==> config.mk <==
export PLATFORM = sky130hd
export DESIGN_NAME = pattern_scheduler_flat
export DESIGN_NICKNAME = d
export VERILOG_FILES = /design/src/rtl/pattern_scheduler_if.sv /design/src/rtl/pattern_scheduler.sv /design/src/flat_wrapper.sv
export SDC_FILE = /design/constraint.sdc
export NUM_CORES = 1
export LEC_CHECK = 0
export BUFFER_PORTS_ARGS = -buffer_cell sky130_fd_sc_hd__buf_2
export CORE_MARGIN = 1.5
export CORE_UTILIZATION = 44
export CTS_CLUSTER_SIZE = 14
export DETAILED_ROUTE_END_ITERATION = 8
export PLACE_DENSITY = 0.65
export SKIP_LAST_GASP = 1
export SLEW_MARGIN = 20
export SYNTH_ARGS = -nofsm -noshare
export SYNTH_HDL_FRONTEND = slang
export SYNTH_SLANG_ARGS = --single-unit
==> constraint.sdc <==
create_clock -name clk -period 2.44 [get_ports clk]
set_input_delay 0.244 -clock clk [delete_from_list [all_inputs] [get_ports clk]]
set_output_delay 0.244 -clock clk [all_outputs]
set_load 0.02 [all_outputs]
==> src/rtl/pattern_scheduler_if.sv <==
// Handshake bundle between frame_gen / control inputs and pattern_scheduler.
// Ports: frame, pause, req_next, req_prev (to scheduler); pattern_sel, switch, req_ack, pending (from scheduler).
interface pattern_scheduler_if #(
    parameter int NUM_PATTERNS = 4
);
    localparam int SEL_W = $clog2(NUM_PATTERNS);

    logic             frame;
    logic             pause;
    logic             req_next;
    logic             req_prev;
    logic [SEL_W-1:0] pattern_sel;
    logic             switch;
    logic             req_ack;
    logic             pending;

    modport master (
        output frame, pause, req_next, req_prev,
        input  pattern_sel, switch, req_ack, pending
    );

    modport slave (
        input  frame, pause, req_next, req_prev,
        output pattern_sel, switch, req_ack, pending
    );
endinterface

==> src/rtl/pattern_scheduler.sv <==
// Frame-synchronous test-pattern selector: auto-advances every HOLD_FRAMES frames, takes manual next/prev steps.
// Ports: clk, reset (sync, active-high), bus (pattern_scheduler_if.slave); led only with PATTERN_SCHEDULER_HEARTBEAT_EN.
module pattern_scheduler #(
    parameter int NUM_PATTERNS  = 4,
    parameter int HOLD_FRAMES   = 60,
    parameter int START_PATTERN = 0
) (
    input  logic                  clk,
    input  logic                  reset,
    pattern_scheduler_if.slave    bus
`ifdef PATTERN_SCHEDULER_HEARTBEAT_EN
    ,
    output logic                  led
`endif
);
    localparam int SEL_W = $clog2(NUM_PATTERNS);
    localparam int CNT_W = $clog2(HOLD_FRAMES + 1);

    localparam logic [SEL_W-1:0] SEL_MAX   = SEL_W'(NUM_PATTERNS - 1);
    localparam logic [SEL_W-1:0] SEL_START = SEL_W'(START_PATTERN);
    localparam logic [CNT_W-1:0] CNT_LAST  = CNT_W'(HOLD_FRAMES - 1);

    logic [SEL_W-1:0] sel, sel_n, sel_inc, sel_dec;
    logic [CNT_W-1:0] cnt, cnt_n;
    logic             nxt_l, prv_l, nxt_n, prv_n;
    logic             nxt_eff, prv_eff;
    logic             sw, sw_n, ack, ack_n;

    always_comb begin
        sel_n   = sel;
        cnt_n   = cnt;
        nxt_n   = nxt_l | bus.req_next;
        prv_n   = prv_l | bus.req_prev;
        sw_n    = 1'b0;
        ack_n   = 1'b0;
        nxt_eff = nxt_l | bus.req_next;
        prv_eff = prv_l | bus.req_prev;
        // Wrap is modulo NUM_PATTERNS, not 2^SEL_W.
        sel_inc = (sel == SEL_MAX) ? '0 : sel + 1'b1;
        sel_dec = (sel == '0) ? SEL_MAX : sel - 1'b1;

        if (bus.frame) begin
            if (nxt_eff || prv_eff) begin
                // Manual step wins over auto expiry; opposing requests cancel.
                ack_n = 1'b1;
                nxt_n = 1'b0;
                prv_n = 1'b0;
                cnt_n = '0;
                if (nxt_eff && !prv_eff) begin
                    sel_n = sel_inc;
                    sw_n  = 1'b1;
                end else if (prv_eff && !nxt_eff) begin
                    sel_n = sel_dec;
                    sw_n  = 1'b1;
                end
            end else if (!bus.pause) begin
                if (cnt == CNT_LAST) begin
                    sel_n = sel_inc;
                    cnt_n = '0;
                    sw_n  = 1'b1;
                end else begin
                    cnt_n = cnt + 1'b1;
                end
            end
        end
    end

    always_ff @(posedge clk) begin
        if (reset) begin
            sel   <= SEL_START;
            cnt   <= '0;
            nxt_l <= 1'b0;
            prv_l <= 1'b0;
            sw    <= 1'b0;
            ack   <= 1'b0;
        end else begin
            sel   <= sel_n;
            cnt   <= cnt_n;
            nxt_l <= nxt_n;
            prv_l <= prv_n;
            sw    <= sw_n;
            ack   <= ack_n;
        end
    end

    assign bus.pattern_sel = sel;
    assign bus.switch      = sw;
    assign bus.req_ack     = ack;
    assign bus.pending     = nxt_l | prv_l;

`ifdef PATTERN_SCHEDULER_HEARTBEAT_EN
    always_ff @(posedge clk) begin
        if (reset) begin
            led <= 1'b0;
        end else if (sw_n) begin
            led <= ~led;
        end
    end
`endif
endmodule

==> src/flat_wrapper.sv <==
// flat-port wrapper written by rule: the top's interface ports become plain ports
module pattern_scheduler_flat 
#(
    parameter int NUM_PATTERNS  = 4,
    parameter int HOLD_FRAMES   = 60,
    parameter int START_PATTERN = 0
)
  (clk, reset, bus_frame, bus_pause, bus_req_next, bus_req_prev, bus_pattern_sel, bus_switch, bus_req_ack, bus_pending);
  pattern_scheduler_if #(.NUM_PATTERNS(NUM_PATTERNS)) bus_i ();
  input  logic clk;
  input  logic reset;
  input wire logic [$bits(bus_i.frame)-1:0] bus_frame;
  input wire logic [$bits(bus_i.pause)-1:0] bus_pause;
  input wire logic [$bits(bus_i.req_next)-1:0] bus_req_next;
  input wire logic [$bits(bus_i.req_prev)-1:0] bus_req_prev;
  output wire logic [$bits(bus_i.pattern_sel)-1:0] bus_pattern_sel;
  output wire logic [$bits(bus_i.switch)-1:0] bus_switch;
  output wire logic [$bits(bus_i.req_ack)-1:0] bus_req_ack;
  output wire logic [$bits(bus_i.pending)-1:0] bus_pending;
  assign bus_i.frame = bus_frame;
  assign bus_i.pause = bus_pause;
  assign bus_i.req_next = bus_req_next;
  assign bus_i.req_prev = bus_req_prev;
  assign bus_pattern_sel = bus_i.pattern_sel;
  assign bus_switch = bus_i.switch;
  assign bus_req_ack = bus_i.req_ack;
  assign bus_pending = bus_i.pending;
  pattern_scheduler #(.NUM_PATTERNS(NUM_PATTERNS), .HOLD_FRAMES(HOLD_FRAMES), .START_PATTERN(START_PATTERN)) u_core (.clk(clk), .reset(reset), .bus(bus_i));
endmodule
==> flow_summary.toml, run 1 <==
[placement]
io_buffer_count = 10
gp_congestion = 0.774
place_hpwl_um = 928
dp_cells = 99

[timing]
finalHoldViolCount = 0
slew_headroom = 0.795
final.setup.tns_ns = 0
fmax_mhz = 619
worstMarginPinSlew_ns = 0.308
worst_hold_slack_ns = 0.228
fin_skew_ns = 0.000584
setup_viol = 0
period_needed_ns = 1.62
report.final.slew_viol_count = 0
fin_crit_sh = 0.662
rsz0062_at_grt = "false"

[yosys]
synth_top_family_by_area = "compound AO/OA/AOI/OAI gates"
synth_area_per_cell_um2 = 8.89
synthesis.area_um2 = 676
synth_mux_area_frac = 0.0148
synth-compound-area-share = 0.259
syn_nets = 87
synth.ff_latch_count = 12
synth_edf_count = 0
synth-async-reset-ratio = 0
yosysSeqAreaShare = 0.356
synth_fa_ha_area_frac = 0.0926
syn_inst = 76
yosys_warnings = 0
synth.distinct_cells = 32
synthXorXnorAreaFrac = 0.0130
synthSimpleGateAreaFrac = 0.220
synth_ff_type = "dfxtp_1"

[clocking]
path_clk_slew_ns = 0.07
cts_root_buf = "clkbuf_4"
hold_buffers = 0
cts_tree = "yes"
cts_setup_buffers = 0
clock_path_buffers = 2
cts_inserted_buffers = 3
clock_sinks = 12
insertion_delay_ns = 0.27
cts_resized = 0
h-tree-depth = 1

[layout]
final_cells = 102
fin_util = 0.550
multi_input_area_um2 = 405
seqCellArea_um2 = 240
nNetsFinal = 100
fillers = 144
diodes = 0
area_growth_pct = 11.3
layout-drive-gt1-share = 0.230

[grt]
antenna_found_initial = 0
grt_pass1_wl_um = 2080
grt_max_degree = 12
grt_pass1_vias = 529
grt-ovfl-total = 0
grt.total_usage = 0.154

[setup_path]
reg2reg_depth = 6
slowest_delay_ns = 0.37
crit_required_ns = 2.62
regToRegEndpoint = "u_core.bus.pattern_sel[1]"
crit_arrival_ns = 1.80
critPathLaunch = "u_core.prv_l"
slowest_stage = "ha_1"
crit_type = "reg -> reg"
path_cells = "nor2_1 > ha_1 > nand2b_1 > a21boi_4 > a21oi_1 > a311oi_1"
critPathLaunchType = "flip-flop"
r2r-start = "u_core.prv_l"
worstPathMaxFanout = 10
critPathCaptureType = "flip-flop"
r2r_setup_slack_ns = 0.82

[worst_hold_path]
min_path_type = "in -> reg"
hold_end = "u_core.nxt_l"
min-delay-start = "bus_frame"
hold_depth = 2

[floorplan]
start_util = 0.495
dieArea_um2 = 1780
ios = 11
die_w_um = 42.2
die_height_um = 42.2
std_cell_rows = 13
core_um2 = 1370

[routing]
wl_per_cell_um = 12.1
drc_errors = 0
drt_iter0_drc = 8
drt_wl_total_um = 1240
via_count = 568
first_pass_iters = 4
ant_nets = 0
via_per_inst = 5.57

[power]
ir_worst_vdd_v = 0.000301
p_per_area_nw_per_um2 = 545
leakagePower_nw = 0.303
total_power_mw = 0.409

[outcome]
status = "finished clean"

[run]
cap_violations = 0
routing by layer:
layer / global-route usage / routed length [µm] / share of wire / vias to the layer above
li1: - / - / - / 297
met1: 0.174 / 611 / 0.49 / 252
met2: 0.246 / 520 / 0.42 / 14
met4: 0.0750 / 27 / 0.022 / 0
met5: 0 / 0 / 0 / -
met3: 0.0690 / 78 / 0.063 / 5
logic make-up after synthesis:
group,Yosys count
compound gates,25
xor+xnor,1
fa+ha+maj,5
buf+inv,6
flops,12
mux,1
simple gates,26
through the flow:
stage                     setup WS [ns]  area, µm²
after global routing              0.664        752
after floorplan                    1.07        676
final                             0.824        752
after detailed placement          0.791        729
after CTS                         0.791        752
after global placement            0.826        729
worst max-delay path, delay by kind of cell, from the launching register on:
family	cells	cell delay, ns
adders and majority gates	1	0.37
and+or+nand+nor	2	0.34
AOI/OAI and AO/OA	3	0.50
DFF	1	0.31
cell type report:
type                       count  share of cell area
multi-input combinational     58               0.539
sequential                    12               0.319
timing repair buffer          10              0.0666
clock buffer                   3              0.0300
tap                           15              0.0250
inverter                       4              0.0200
cells in the mapped netlist (2+ instances only):
| cell | count | area, µm² |
|---|---|---|
| inv_1 | 4 | 15.0 |
| nor3_1 | 3 | 15.0 |
| ha_1 | 5 | 62.6 |
| o21ai_0 | 4 | 20.0 |
| a311oi_1 | 2 | 17.5 |
| dfxtp_1 | 12 | 240 |
| nand3_1 | 3 | 15.0 |
| a21oi_1 | 10 | 50.1 |
| nor2_1 | 7 | 26.3 |
| nand2b_1 | 2 | 12.5 |
| nand2_1 | 3 | 11.3 |
worst max path at each step:
stage	end	depth (start not counted)	slack (ns)
floorplan	u_core.bus.pattern_sel[0]	7	1.07
global placement	u_core.cnt[3]	7	0.83
detailed placement	u_core.bus.pattern_sel[1]	7	0.79
CTS	u_core.bus.pattern_sel[1]	6	0.79
global route	u_core.cnt[3]	6	0.66
finish	u_core.bus.pattern_sel[1]	6	0.82
power by group:
| part | total, mW | internal (mW) | switching (mW) | leakage, nW |
|---|---|---|---|---|
| Clock | 0.120 | 0.0572 | 0.0631 | 0.0138 |
| Sequential | 0.208 | 0.203 | 0.00485 | 0.0978 |
| Combinational | 0.0809 | 0.0348 | 0.0461 | 0.191 |
| Total | 0.409 | 0.295 | 0.114 | 0.303 |
cell usage in the layout, fill, tap and decap left out, drive strengths merged, types with 2 or more instances in the layout:
cell type	instances
dfxtp	12
a21oi	10
buf	10
nor2	7
ha	5
o21ai	5
inv	4
nand2	3
nand3	3
nor3	3
clkbuf	3
nand2b	3
a311oi	2
a21boi	2
registers in the layout, indices dropped and copies added (netlist names):
register	cells
u_core.bus.pattern_sel	2
u_core.bus.req_ack	1
u_core.cnt	6
u_core.bus.switch	1
u_core.nxt_l	1
u_core.prv_l	1
(Power assumes the default switching activity.)
==> run 2, diff against run 1 <==
--- a/config.mk
+++ b/config.mk
@@ -10,7 +10,7 @@
 export CORE_UTILIZATION = 44
 export CTS_CLUSTER_SIZE = 14
 export DETAILED_ROUTE_END_ITERATION = 8
-export PLACE_DENSITY = 0.65
+export PLACE_DENSITY = 0.67
 export SKIP_LAST_GASP = 1
 export SLEW_MARGIN = 20
 export SYNTH_ARGS = -nofsm -noshare
==> constraint.sdc (replaced) <==
create_clock -name clk -period 1.3 [get_ports clk]
set_input_delay 0.13 -clock clk [delete_from_list [all_inputs] [get_ports clk]]
set_output_delay 0.13 -clock clk [all_outputs]
set_load 0.02 [all_outputs]
==> run 2 against run 1 <==
Net effect: the run now ends with setup timing left; via count increased by 13%; global-route usage increased by 3.1 points; setup slack worse by 0.95 ns; clock-buffer cell count unchanged; final area is 24% higher; hold slack got worse by 0.11 ns; critical path depth grew 1; highest routed layer unchanged.
==> flow_summary.toml, run 2 (synthesis gave the netlist of run 1 again) <==
[outcome]
status = "finished with violations"
violations = "setup timing"

[clocking]
insertion_delay_ns = 0.27
cts_root_buf = "clkbuf_4"
cts_inserted_buffers = 3
cts_tree = "yes"
h-tree-depth = 1
clock_path_buffers = 2
hold_buffers = 0
clock_sinks = 12
path_clk_slew_ns = 0.07

[floorplan]
ios = 11
die_height_um = 42.2
std_cell_rows = 13
start_util = 0.495
core_um2 = 1370
dieArea_um2 = 1780
die_w_um = 42.2

[timing]
worstMarginPinSlew_ns = 0.263
setup_viol = 4
fmax_mhz = 703
setup_ws_ns = -0.122
report.final.slew_viol_count = 0
fin_crit_sh = 1.09
fin_skew_ns = 0.00235
worst_hold_slack_ns = 0.120
period_needed_ns = 1.42
rsz0062_at_grt = "true"
slew_headroom = 0.824
finalHoldViolCount = 0

[power]
ir_worst_vdd_v = 0.000607
p_int_mw = 0.602
switching_power_mw = 0.244
leakagePower_nw = 0.380
p_seq_frac = 0.464
pwr-share-comb = 0.266
netSwitchingFraction = 0.289
p_per_area_nw_per_um2 = 907
clock_power_share = 0.270

[setup_path]
regToRegEndpoint = "u_core.bus.pattern_sel[1]"
crit_type = "reg -> reg"
r2r-start = "u_core.prv_l"
critPathLaunchType = "flip-flop"
crit_arrival_ns = 1.61
critPathCaptureType = "flip-flop"
reg2reg_depth = 7
worstPathMaxFanout = 4
crit_required_ns = 1.49
r2r_setup_slack_ns = -0.12

[routing]
wl_met2_um = 696
drt_iter0_drc = 29
drc_errors = 0
first_pass_iters = 4
highest_layer = "met4"
drt_wl_total_um = 1530
wl_met3_um = 68
wl_per_cell_um = 13.4
via_count = 644
via_per_inst = 5.65
ant_nets = 0
wl_met1_um = 728

[layout]
fin_util = 0.683
regMostFlops = "u_core.cnt"
nNetsFinal = 112
layout-drive-gt1-share = 0.475
area_growth_pct = 38.1
fillers = 109
largest_reg_flops = 6
layout_common_cells = "buf_2 (10), buf_4 (10), dfxtp_1 (10), a21oi_1 (7)"
diodes = 0

[worst_hold_path]
min_path_type = "in -> reg"
min-delay-start = "bus_frame"
hold_end = "u_core.prv_l"
hold_depth = 2

[grt]
grt-ovfl-total = 0
grt_pass1_wl_um = 2510
grt_pass1_vias = 568
grt.total_usage = 0.186
antenna_found_initial = 0
grt_max_degree = 12

[placement]
pre_cts_ws_ns = -0.146
gp_congestion = 0.731
io_buffer_count = 10
place_hpwl_um = 955

[run]
cap_violations = 0
run 2: worst max-delay path, cell delays in order, from the launching register on:
cell      delay (ns)
dfxtp_2         0.33
nor2_4          0.15
ha_4            0.19
buf_12          0.11
nand2b_4        0.05
a21boi_4        0.19
a21oi_2         0.08
a311oi_2        0.23
run 2: how the worst max path moves through the flow:
stage                      start                         to  slack, ns  depth (start not counted)
finish              u_core.prv_l  u_core.bus.pattern_sel[1]      -0.12                          7
global route        u_core.prv_l  u_core.bus.pattern_sel[1]      -0.20                          7
CTS                 u_core.nxt_l  u_core.bus.pattern_sel[0]      -0.08                          7
detailed placement  u_core.nxt_l              u_core.cnt[3]      -0.15                          6
global placement    u_core.nxt_l  u_core.bus.pattern_sel[0]      -0.13                          7
floorplan           u_core.prv_l  u_core.bus.pattern_sel[0]     -0.008                          7
run 2: power groups by stage:
stage	registers [mW]	clock network (mW)	logic, mW
floorplan	0.412	0	0.108
global placement	0.399	0	0.167
detailed placement	0.400	0	0.170
CTS	0.392	0.236	0.206
global route	0.394	0.244	0.245
finish	0.393	0.228	0.225
run 2: layout make-up:
| cell class | count | area [µm²] | share of cell area |
|---|---|---|---|
| Multi-Input combinational cell | 58 | 478 | 0.512 |
| Sequential cell | 12 | 243 | 0.260 |
| Timing Repair Buffer | 22 | 156 | 0.168 |
| Clock buffer | 3 | 22.5 | 0.0241 |
| Tap cell | 15 | 18.8 | 0.0201 |
| Inverter | 4 | 15.0 | 0.0161 |
run 2: routing by layer:
metal | global-route usage | vias up
met5 | 0 | -
met4 | 0.0938 | 0
met3 | 0.0431 | 4
met2 | 0.277 | 13
met1 | 0.247 | 306
li1 | - | 321
run 2: what timing repair did:
item,4_1_cts,5_1_grt
gates cloned,0,0
pin swaps,4,6
setup buffers,5,1
setup endpoints to repair,10,10
resized for setup,11,7
run 2: stage by stage:
step,power (mW),instances,area (µm²),setup TNS (ns)
3_5_place_dp,0.570,105,790,-0.803
6_report,0.847,114,933,-0.264
3_3_place_gp,0.567,105,790,-0.639
5_1_grt,0.884,114,933,-0.873
4_1_cts,0.834,113,896,-0.303
2_1_floorplan,0.520,76,691,-0.00780
==> run 3, diff against run 2 <==
--- a/config.mk
+++ b/config.mk
@@ -11,6 +11,7 @@
 export CTS_CLUSTER_SIZE = 14
 export DETAILED_ROUTE_END_ITERATION = 8
 export PLACE_DENSITY = 0.67
+export SETUP_SLACK_MARGIN = 0.15
 export SKIP_LAST_GASP = 1
 export SLEW_MARGIN = 20
 export SYNTH_ARGS = -nofsm -noshare
==> run 3 against run 2 <==
Net effect: combinational power fell by 2%; critical path depth did not move; the run still ends with setup timing left; global-route usage fell by 0.68 points; die area did not move; core utilization rose by 0.82 points; clock-buffer cell count rose by 1; register-to-register slack improved by 0.04 ns.
==> flow_summary.toml, run 3 (synthesis gave the netlist of run 1 again) <==
[run]
cap_violations = 0

[setup_path]
path_cells = "nor2_4 > ha_4 > buf_6 > buf_4 > a21boi_4 > a41oi_2 > nor3_1"
crit_type = "reg -> reg"
critPathCaptureType = "flip-flop"
slowest_stage = "dfxtp_2"
slowest_delay_ns = 0.35
crit_arrival_ns = 1.59
worstPathMaxFanout = 6
critPathLaunchType = "flip-flop"
crit_required_ns = 1.51

[clocking]
cts_tree = "yes"
clock_path_buffers = 2
cts_inserted_buffers = 3
path_clk_slew_ns = 0.08
h-tree-depth = 1
insertion_delay_ns = 0.28
clock_sinks = 12
cts_root_buf = "clkbuf_4"
hold_buffers = 0

[layout]
layout_common_cells = "buf_2 (9), dfxtp_1 (9), buf_4 (8), a21oi_1 (7), nor2_1 (4)"
diodes = 0
multi_input_area_um2 = 492
seqCellArea_um2 = 244
fin_util = 0.691
final_cells = 113
nNetsFinal = 110
fillers = 114
area_growth_pct = 39.8
regMostFlops = "u_core.cnt"
largest_reg_flops = 6
layout-drive-gt1-share = 0.510

[floorplan]
core_um2 = 1370
dieArea_um2 = 1780
ios = 11
die_height_um = 42.2
start_util = 0.495
die_w_um = 42.2
std_cell_rows = 13

[power]
ir_worst_vdd_v = 0.000674
p_per_area_nw_per_um2 = 976
p_int_mw = 0.665
total_power_mw = 0.922
switching_power_mw = 0.257
leakagePower_nw = 0.378
p_seq_frac = 0.427
pwr-share-comb = 0.239
clock_power_share = 0.334
netSwitchingFraction = 0.279

[outcome]
violations = "setup timing"
status = "finished with violations"

[placement]
gp_congestion = 0.761
place_hpwl_um = 947
io_buffer_count = 10
pre_cts_ws_ns = -0.125
dp_cells = 105

[grt]
grt_max_degree = 12
antenna_found_initial = 0
grt-ovfl-total = 0
grt_pass1_vias = 533
grt.total_usage = 0.179
grt_pass1_wl_um = 2300

[timing]
fin_crit_sh = 1.06
fin_skew_ns = 0.00381
worst_hold_slack_ns = 0.106
worstMarginPinSlew_ns = 0.246
finalHoldViolCount = 0
fmax_mhz = 726
setup_ws_ns = -0.0779
period_needed_ns = 1.38
report.final.slew_viol_count = 0
setup_viol = 6
slew_headroom = 0.836
rsz0062_at_grt = "true"

[routing]
first_pass_iters = 4
drt_iter0_drc = 7
via_per_inst = 5.46
ant_nets = 0
via_count = 617
drc_errors = 0
wl_per_cell_um = 13.0
drt_wl_total_um = 1470

[worst_hold_path]
min_path_type = "in -> reg"
## run 3: power by group through the flow
stage          clock [mW]  combinational, mW  sequential [mW]
3_5_place_dp            0              0.172            0.400
4_1_cts             0.315              0.197            0.393
2_1_floorplan           0              0.110            0.412
3_3_place_gp            0              0.172            0.399
5_1_grt             0.326              0.238            0.395
6_report            0.308              0.220            0.394
## run 3: metrics by stage
step           setup TNS, ns  cell area [µm²]
2_1_floorplan              0              702
3_3_place_gp          -0.387              801
3_5_place_dp          -0.492              801
4_1_cts               -0.125              891
5_1_grt               -0.890              945
6_report              -0.241              945
## run 3: final timing paths
| check | startpoint | to | slack (ns) | cells past startpoint |
|---|---|---|---|---|
| worst max-delay path | u_core.prv_l | u_core.cnt[4] | -0.08 | 7 |
| worst min register to register | u_core.cnt[5] | u_core.cnt[5] | 0.51 | 2 |
| worst max register to register | u_core.prv_l | u_core.cnt[4] | -0.08 | 7 |
| worst min-delay path | bus_frame | u_core.nxt_l | 0.11 | 2 |
## run 3: per-layer routing
metal | GRT usage | up-vias | share of wire
met4 | 0.113 | 0 | 0.030
met2 | 0.265 | 11 | 0.45
met5 | 0 | - | 0
li1 | - | 320 | -
met1 | 0.215 | 281 | 0.48
met3 | 0.0690 | 5 | 0.040
## run 3: area by class of cell
| class | count | share of cell area |
|---|---|---|
| Clock buffer | 4 | 0.0384 |
| Sequential cell | 12 | 0.258 |
| Multi-Input combinational cell | 58 | 0.521 |
| Timing Repair Buffer | 20 | 0.147 |
| Inverter | 4 | 0.0159 |
| Tap cell | 15 | 0.0199 |
## run 3: critical path, delay by kind of cell (launching register included)
family | cells | cell delay, ns
flops | 1 | 0.35
compound gates | 2 | 0.30
buf+inv | 2 | 0.27
simple gates | 2 | 0.20
fa+ha+maj | 1 | 0.19
## run 3: timing repair
action                                  4_1_cts  5_1_grt
setup buffers                                 2        2
pin swaps                                     6        6
resized for setup                            11       11
hold endpoints to repair                      0        0
endpoints found under the setup margin       11       10
